[config.mk]
export PLATFORM = sky130hd
export DESIGN_NAME = instr_fetch_unit
export DESIGN_NICKNAME = d
export VERILOG_FILES = /design/src/rtl/instr_fetch_unit.sv
export SDC_FILE = /design/constraint.sdc
export NUM_CORES = 1
export LEC_CHECK = 0
export ABC_AREA = 1
export BUFFER_PORTS_ARGS = -buffer_cell sky130_fd_sc_hd__buf_2
export CAP_MARGIN = 0
export CORE_MARGIN = 5
export CORE_UTILIZATION = 30
export DETAILED_ROUTE_END_ITERATION = 6
export SYNTH_ARGS = -nofsm -noshare
export SYNTH_HDL_FRONTEND = slang
export SYNTH_SLANG_ARGS = --single-unit
[constraint.sdc]
create_clock -name clk -period 5 [get_ports clk]
set_input_delay 1 -clock clk [delete_from_list [all_inputs] [get_ports clk]]
set_output_delay 1 -clock clk [all_outputs]
set_load 0.03 [all_outputs]
[src/rtl/instr_fetch_unit.sv]
// ---------------------------------------------------------------------------
// instr_fetch_unit
//
// Fetch stage of the non-pipelined LEGv8 core. It owns the program counter,
// requests one instruction at a time from instruction memory with a req/ack
// handshake, and holds the fetched word and its address stable for decode
// until the core retires it. On retire, the next PC is either the
// sequential address (+4) or a branch target built from the sign-extended
// word offset. If memory fails to acknowledge within TIMEOUT request
// cycles, the unit parks in a sticky fault state until reset.
//
// Parameters
//   WORD       datapath / PC width
//   INSTR_LEN  instruction width
//   RESET_PC   PC loaded on reset
//   TIMEOUT    request cycles allowed without imem_ack before fault (>=1)
//
// Ports
//   clk            in   core clock, all state on rising edge
//   reset_n        in   synchronous active-low reset
//   imem_req       out  fetch request to instruction memory
//   imem_addr      out  fetch address, stable while imem_req=1
//   imem_ack       in   imem_rdata is valid this cycle
//   imem_rdata     in   fetched instruction word
//   instruction    out  instruction register feeding decode
//   pc_out         out  address of the instruction in the register
//   instr_valid    out  instruction/pc_out hold a live instruction
//   instr_ready    in   core has finished the current instruction
//   branch_taken   in   redirect request, only meaningful with instr_ready
//   branch_offset  in   sign-extended branch offset in words
//   fetch_err      out  sticky imem_ack timeout flag
//   instr_count    out  retired-instruction counter (wraps)
// ---------------------------------------------------------------------------
module instr_fetch_unit #(
  parameter int              WORD      = 64,
  parameter int              INSTR_LEN = 32,
  parameter logic [WORD-1:0] RESET_PC  = '0,
  parameter int              TIMEOUT   = 15
) (
  input  logic                 clk,
  input  logic                 reset_n,
  output logic                 imem_req,
  output logic [WORD-1:0]      imem_addr,
  input  logic                 imem_ack,
  input  logic [INSTR_LEN-1:0] imem_rdata,
  output logic [INSTR_LEN-1:0] instruction,
  output logic [WORD-1:0]      pc_out,
  output logic                 instr_valid,
  input  logic                 instr_ready,
  input  logic                 branch_taken,
  input  logic [WORD-1:0]      branch_offset,
  output logic                 fetch_err,
  output logic [WORD-1:0]      instr_count
);

  // The timer only ever holds 0..TIMEOUT-1: reaching TIMEOUT is the fault
  // event itself, so it never needs to be stored.
  localparam int TW = (TIMEOUT < 2) ? 1 : $clog2(TIMEOUT);
  localparam logic [TW-1:0] TMO_LAST = TW'(TIMEOUT - 1);

  typedef enum logic [1:0] {
    S_FETCH = 2'd0,
    S_HOLD  = 2'd1,
    S_FAULT = 2'd2
  } state_t;

  state_t r_state;
  state_t w_state_nxt;

  logic                 r_req;
  logic [WORD-1:0]      r_pc;
  logic [TW-1:0]        r_timer;
  logic [INSTR_LEN-1:0] r_instr;
  logic [WORD-1:0]      r_pc_out;
  logic                 r_valid;
  logic                 r_err;
  logic [WORD-1:0]      r_count;

  logic                 w_req_nxt;
  logic [TW-1:0]        w_timer_nxt;
  logic                 w_fetching;
  logic                 w_tmo;
  logic                 w_capture;
  logic                 w_retire;
  logic                 w_fault_set;
  logic signed [WORD-1:0] w_offset_s;
  logic [WORD-1:0]      w_seq_pc;
  logic [WORD-1:0]      w_branch_pc;
  logic [WORD-1:0]      w_pc_nxt;

  // A request is only live once r_req is up; the single FETCH cycle right
  // after reset release has r_req=0 and must not capture or count time.
  assign w_fetching = (r_state == S_FETCH) && r_req;
  assign w_tmo      = (r_timer == TMO_LAST);

  // Next-PC arithmetic is plain modulo-2^WORD; the shifted offset keeps the
  // target word-aligned since pc_out is always aligned.
  assign w_offset_s  = signed'(branch_offset);
  assign w_seq_pc    = r_pc_out + WORD'(4);
  assign w_branch_pc = r_pc_out + WORD'(w_offset_s <<< 2);
  assign w_pc_nxt    = branch_taken ? w_branch_pc : w_seq_pc;

  // -------------------------------------------------------------------------
  // State register
  // -------------------------------------------------------------------------
  always_ff @(posedge clk) begin
    if (!reset_n) begin
      r_state <= S_FETCH;
    end else begin
      r_state <= w_state_nxt;
    end
  end

  // -------------------------------------------------------------------------
  // Next-state logic
  // -------------------------------------------------------------------------
  always_comb begin
    w_state_nxt = r_state;
    case (r_state)
      S_FETCH: begin
        // An ack arriving on the last permitted cycle beats the timeout.
        if (w_fetching) begin
          if (imem_ack) begin
            w_state_nxt = S_HOLD;
          end else if (w_tmo) begin
            w_state_nxt = S_FAULT;
          end
        end
      end
      S_HOLD: begin
        if (instr_ready) begin
          w_state_nxt = S_FETCH;
        end
      end
      S_FAULT: begin
        w_state_nxt = S_FAULT;
      end
      default: begin
        w_state_nxt = S_FAULT;
      end
    endcase
  end

  // -------------------------------------------------------------------------
  // Output / datapath control logic
  // -------------------------------------------------------------------------
  always_comb begin
    w_req_nxt   = 1'b0;
    w_timer_nxt = '0;
    w_capture   = 1'b0;
    w_retire    = 1'b0;
    w_fault_set = 1'b0;
    case (r_state)
      S_FETCH: begin
        if (w_fetching) begin
          if (imem_ack) begin
            w_capture = 1'b1;
          end else if (w_tmo) begin
            w_fault_set = 1'b1;
          end else begin
            w_timer_nxt = r_timer + TW'(1);
          end
        end
      end
      S_HOLD: begin
        w_retire = instr_ready;
      end
      default: begin
      end
    endcase
    // Request is registered so imem_addr and imem_req change together.
    w_req_nxt = (w_state_nxt == S_FETCH);
  end

  // -------------------------------------------------------------------------
  // Datapath registers
  // -------------------------------------------------------------------------
  always_ff @(posedge clk) begin
    if (!reset_n) begin
      r_req    <= 1'b0;
      r_pc     <= RESET_PC;
      r_timer  <= '0;
      r_instr  <= '0;
      r_pc_out <= '0;
      r_valid  <= 1'b0;
      r_err    <= 1'b0;
      r_count  <= '0;
    end else begin
      r_req   <= w_req_nxt;
      r_timer <= w_timer_nxt;
      if (w_capture) begin
        r_instr  <= imem_rdata;
        r_pc_out <= r_pc;
        r_valid  <= 1'b1;
      end
      if (w_retire) begin
        r_valid <= 1'b0;
        r_count <= r_count + WORD'(1);
        r_pc    <= w_pc_nxt;
      end
      if (w_fault_set) begin
        r_err <= 1'b1;
      end
    end
  end

  assign imem_req    = r_req;
  assign imem_addr   = r_pc;
  assign instruction = r_instr;
  assign pc_out      = r_pc_out;
  assign instr_valid = r_valid;
  assign fetch_err   = r_err;
  assign instr_count = r_count;

endmodule

==> run metrics <==
core area 52,400 sq um; antenna viol nets, final 0; Nets about 3,200; Placed Cells ~3,600; slew of the pin with the lowest slew margin 0.919 ns; I/O Buffers 325; CTS max path bufs 3; WL per Instance 15.3 microns; Crit path top cell by count nand2_1; Root Driver clkbuf_16; Post-CTS Setup Repair Bufs 0; worst hold start instruction[2]; hold depth 2; H-tree depth 1; TritonCTS clock tree done; R2R Path End imem_addr[62]; Post-CTS Hold Buffers 0; RSZ-0062 raised after global routing false; CTS sink cnt 233; WP data required 5.46 ns; crit path launch branch_taken; worst-path maximum fanout 23; CP arrival between 3 and 4 ns; achievable frequency 297 MHz; mapped cell area 15,800 sq um; Hold Fails Final Rpt 0; gpl congestion 0.954; GRT Overall Usage about a fifth; clock slew at reported path FFs about 0.06 ns; Comb power frac 11.6%; path type of the worst min-delay path flop to flop; origin of the critical flop-to-flop path pc_out[2]; router iterations before antenna repair 5; Tcrit/Tclk final 67.4%; Worst path depth 17; Seq cells post-synth ~230; Initial Utilization 30.2%; clk_lat worst skew roughly 0.59 ns; post-CTS sizing 0; FFs w/ async S/R, synth 0%; Final min period about 3.4 ns; Startpoint Class input pin; largest net degree at the start of global routing 106; max-slew violation total from the final report 0; vias in the first global route roughly 16,000; sequential power share 42.7%; Clock power frac between 40% and 50%; Fill cells between 5,000 and 6,000; Max IR drop VDD 0.220 mV; worst hold margin 0.458 ns; most common cell in the netlist nand2_1; Die Width around 240 microns; Initial DRC Count 1,097; Power Dens Cells around 240 nW/um^2; synthesis-to-finish area growth 20.4%; total CTS buffers 28; CP max stage delay 0.52 ns; Clock Skew 0.0356 ns; CP max-delay cell buf_2; syn_nets 2,866; sequential fraction of the synthesis area 29.5%; critical path cell sequence buf_2 > nand2_1 > ha_1 > inv_1 > fa_1 > nor2_1 > or2_2 > nand2_1 > nand2_1 > nand2_1 > nand2_1 > nand2_1 > nand2_1 > nand2_1 > nand3_1 > nand2_1 > inv_1; final core occ 36.3%; worst relative slew slack about 39%; gr ovfl total 0; Primary FF master, synth dfxtp_1; Detail Placement HPWL 44.0 mm; r2r worst-path depth 14; Avg Cell Area, Syn 5.86 sq um; Die H between 200 and 250 microns; vias roughly 17,000; DIE AREA 57,400 sq um; # DRC 0; initial antenna violation count 1; status finished clean; routed vias/inst 4.55; EDFF count, synth 0; leakage 10.4 nW; Crit path max-delay family simple AND/OR/NAND/NOR gates; I/O pin cnt 328; post-route insts no fill 3,696; Switching Fraction roughly 28%; Critical path buffers and inverters 3; share of cells above drive strength 1 14.5%; Mapped Cells 2,700; Worst Setup End Kind flop; max-cap violations 0; synth top area cells dfxtp_1 29%, nand2_1 20%, inv_1 12%; Power Total 4.53 mW; NetSw around 1.3 mW; Distinct cells, synth 42; commonest cells in the netlist 852 x nand2_1, 492 x inv_1, 328 x nor2_1; FP Rows 84; internal reg-to-reg setup slack 2.19 ns; Setup violations, final 0; worst hold endpoint instruction[2]; worst setup path category input pin to flop; leading area contributor after synthesis dfxtp_1; routed wire length about 57 mm; first-pass GRT wire length 87.1 mm; post-synth top area share 29.5%; Fin Setup TNS 0 ns; Yosys warnings 0; internal power 3.25 mW
-- power groups by stage --
stage / combinational [mW] / sequential (mW) / clock, mW
detailed placement: 0.532 / 1.98 / 0
floorplan: 0.268 / 2.05 / 0
CTS: 0.534 / 1.94 / 2.14
global route: 0.588 / 1.94 / 2.21
global placement: 0.530 / 1.98 / 0
finish: 0.527 / 1.94 / 2.07
-- per-stage QoR --
stage / worst slack (ns) / area, sq um
5_1_grt: 1.42 / 19000
3_5_place_dp: 1.06 / 18100
6_report: 1.63 / 19000
2_1_floorplan: 1.90 / 15800
3_3_place_gp: 1.07 / 18100
4_1_cts: 1.68 / 19000
-- cell usage in the layout (no fill, tap or decap), types with 2 or more instances in the layout --
cell type	synthesis	layout
nor2_1	328	328
nand3_1	216	216
xor2_1	51	51
nand3b_1	3	3
nor2_4	5	5
nand2_1	852	851
nor4_1	10	10
and2_1	3	3
buf_4	2	11
o21bai_1	7	7
inv_2	9	8
clkbuf_8	0	12
nand3_2	5	5
a21oi_1	167	167
clkbuf_1	61	3
nand3_4	3	3
dfxtp_1	233	233
and3_1	2	2
nor3_2	2	2
clkbuf_16	0	28
nor2_2	8	8
ha_1	64	64
xnor2_1	9	9
diode_2	0	2
nor3_4	4	4
nor3_1	37	37
o211ai_1	2	2
o21ai_0	60	60
buf_2	5	324
inv_1	492	491
a21o_1	2	2
clkinv_2	1	8
nand4_1	23	23
a31oi_1	2	2
nand2_2	10	10
-- worst register-to-register path, stage by stage (launching register included) --
cell	delay [ns]
dfxtp_1	0.35
ha_1	0.37
inv_1	0.10
fa_1	0.44
nor2_1	0.15
or2_2	0.19
nand2_1	0.07
nand2_1	0.17
nand2_1	0.08
nand2_1	0.27
nand2_1	0.18
nand3_1	0.10
nand3_1	0.08
nand2_1	0.09
inv_1	0.03
-- area by class of cell --
type                       count  area, sq um  share of cell area [%]
clock inverter                 8         57.6                   0.302
antenna                        2         5.00                  0.0263
clock buffer                  43          877                    4.60
timing repair buffer         336         1720                    9.05
sequential                   233         4660                    24.5
multi-input combinational   1883         8960                    47.0
tap                          688          861                    4.52
inverter                     503         1900                    9.96
-- routing by layer --
| layer | global-route usage (%) | share of wire, % | vias up |
|---|---|---|---|
| met4 | 5.90 | 3.2 | 0 |
| met5 | 0 | 0 | - |
| met3 | 4.20 | 7.5 | 87 |
| met1 | 23.9 | 43 | 7416 |
| li1 | - | - | 8844 |
| met2 | 32.0 | 46 | 453 |
-- cells by family (layout without fill, tap and decap cells) --
logic type | Yosys count | after routing | share of synthesized area [%]
DFF | 233 | 233 | 29.5
xor gates and xnor gates | 60 | 60 | 3.32
other | 0 | 2 | 0
adders and majority gates | 65 | 65 | 5.19
and+or+nand+nor | 1516 | 1516 | 40.2
buffers and inverters | 584 | 890 | 13.9
AOI/OAI and AO/OA | 242 | 242 | 7.88
-- worst max path at each step --
stage                     to
6_report       imem_addr[62]
5_1_grt        imem_addr[59]
4_1_cts        imem_addr[59]
3_5_place_dp   imem_addr[59]
3_3_place_gp   imem_addr[62]
2_1_floorplan  imem_addr[38]
-- registers in the layout, indices dropped and copies added, names as in the netlist --
signal	cells
imem_addr	64
instr_count	64
pc_out	64
instruction	32
r_timer	4
r_state	2
fetch_err	1
imem_req	1
instr_valid	1
Power figures use the tool's default switching activity.
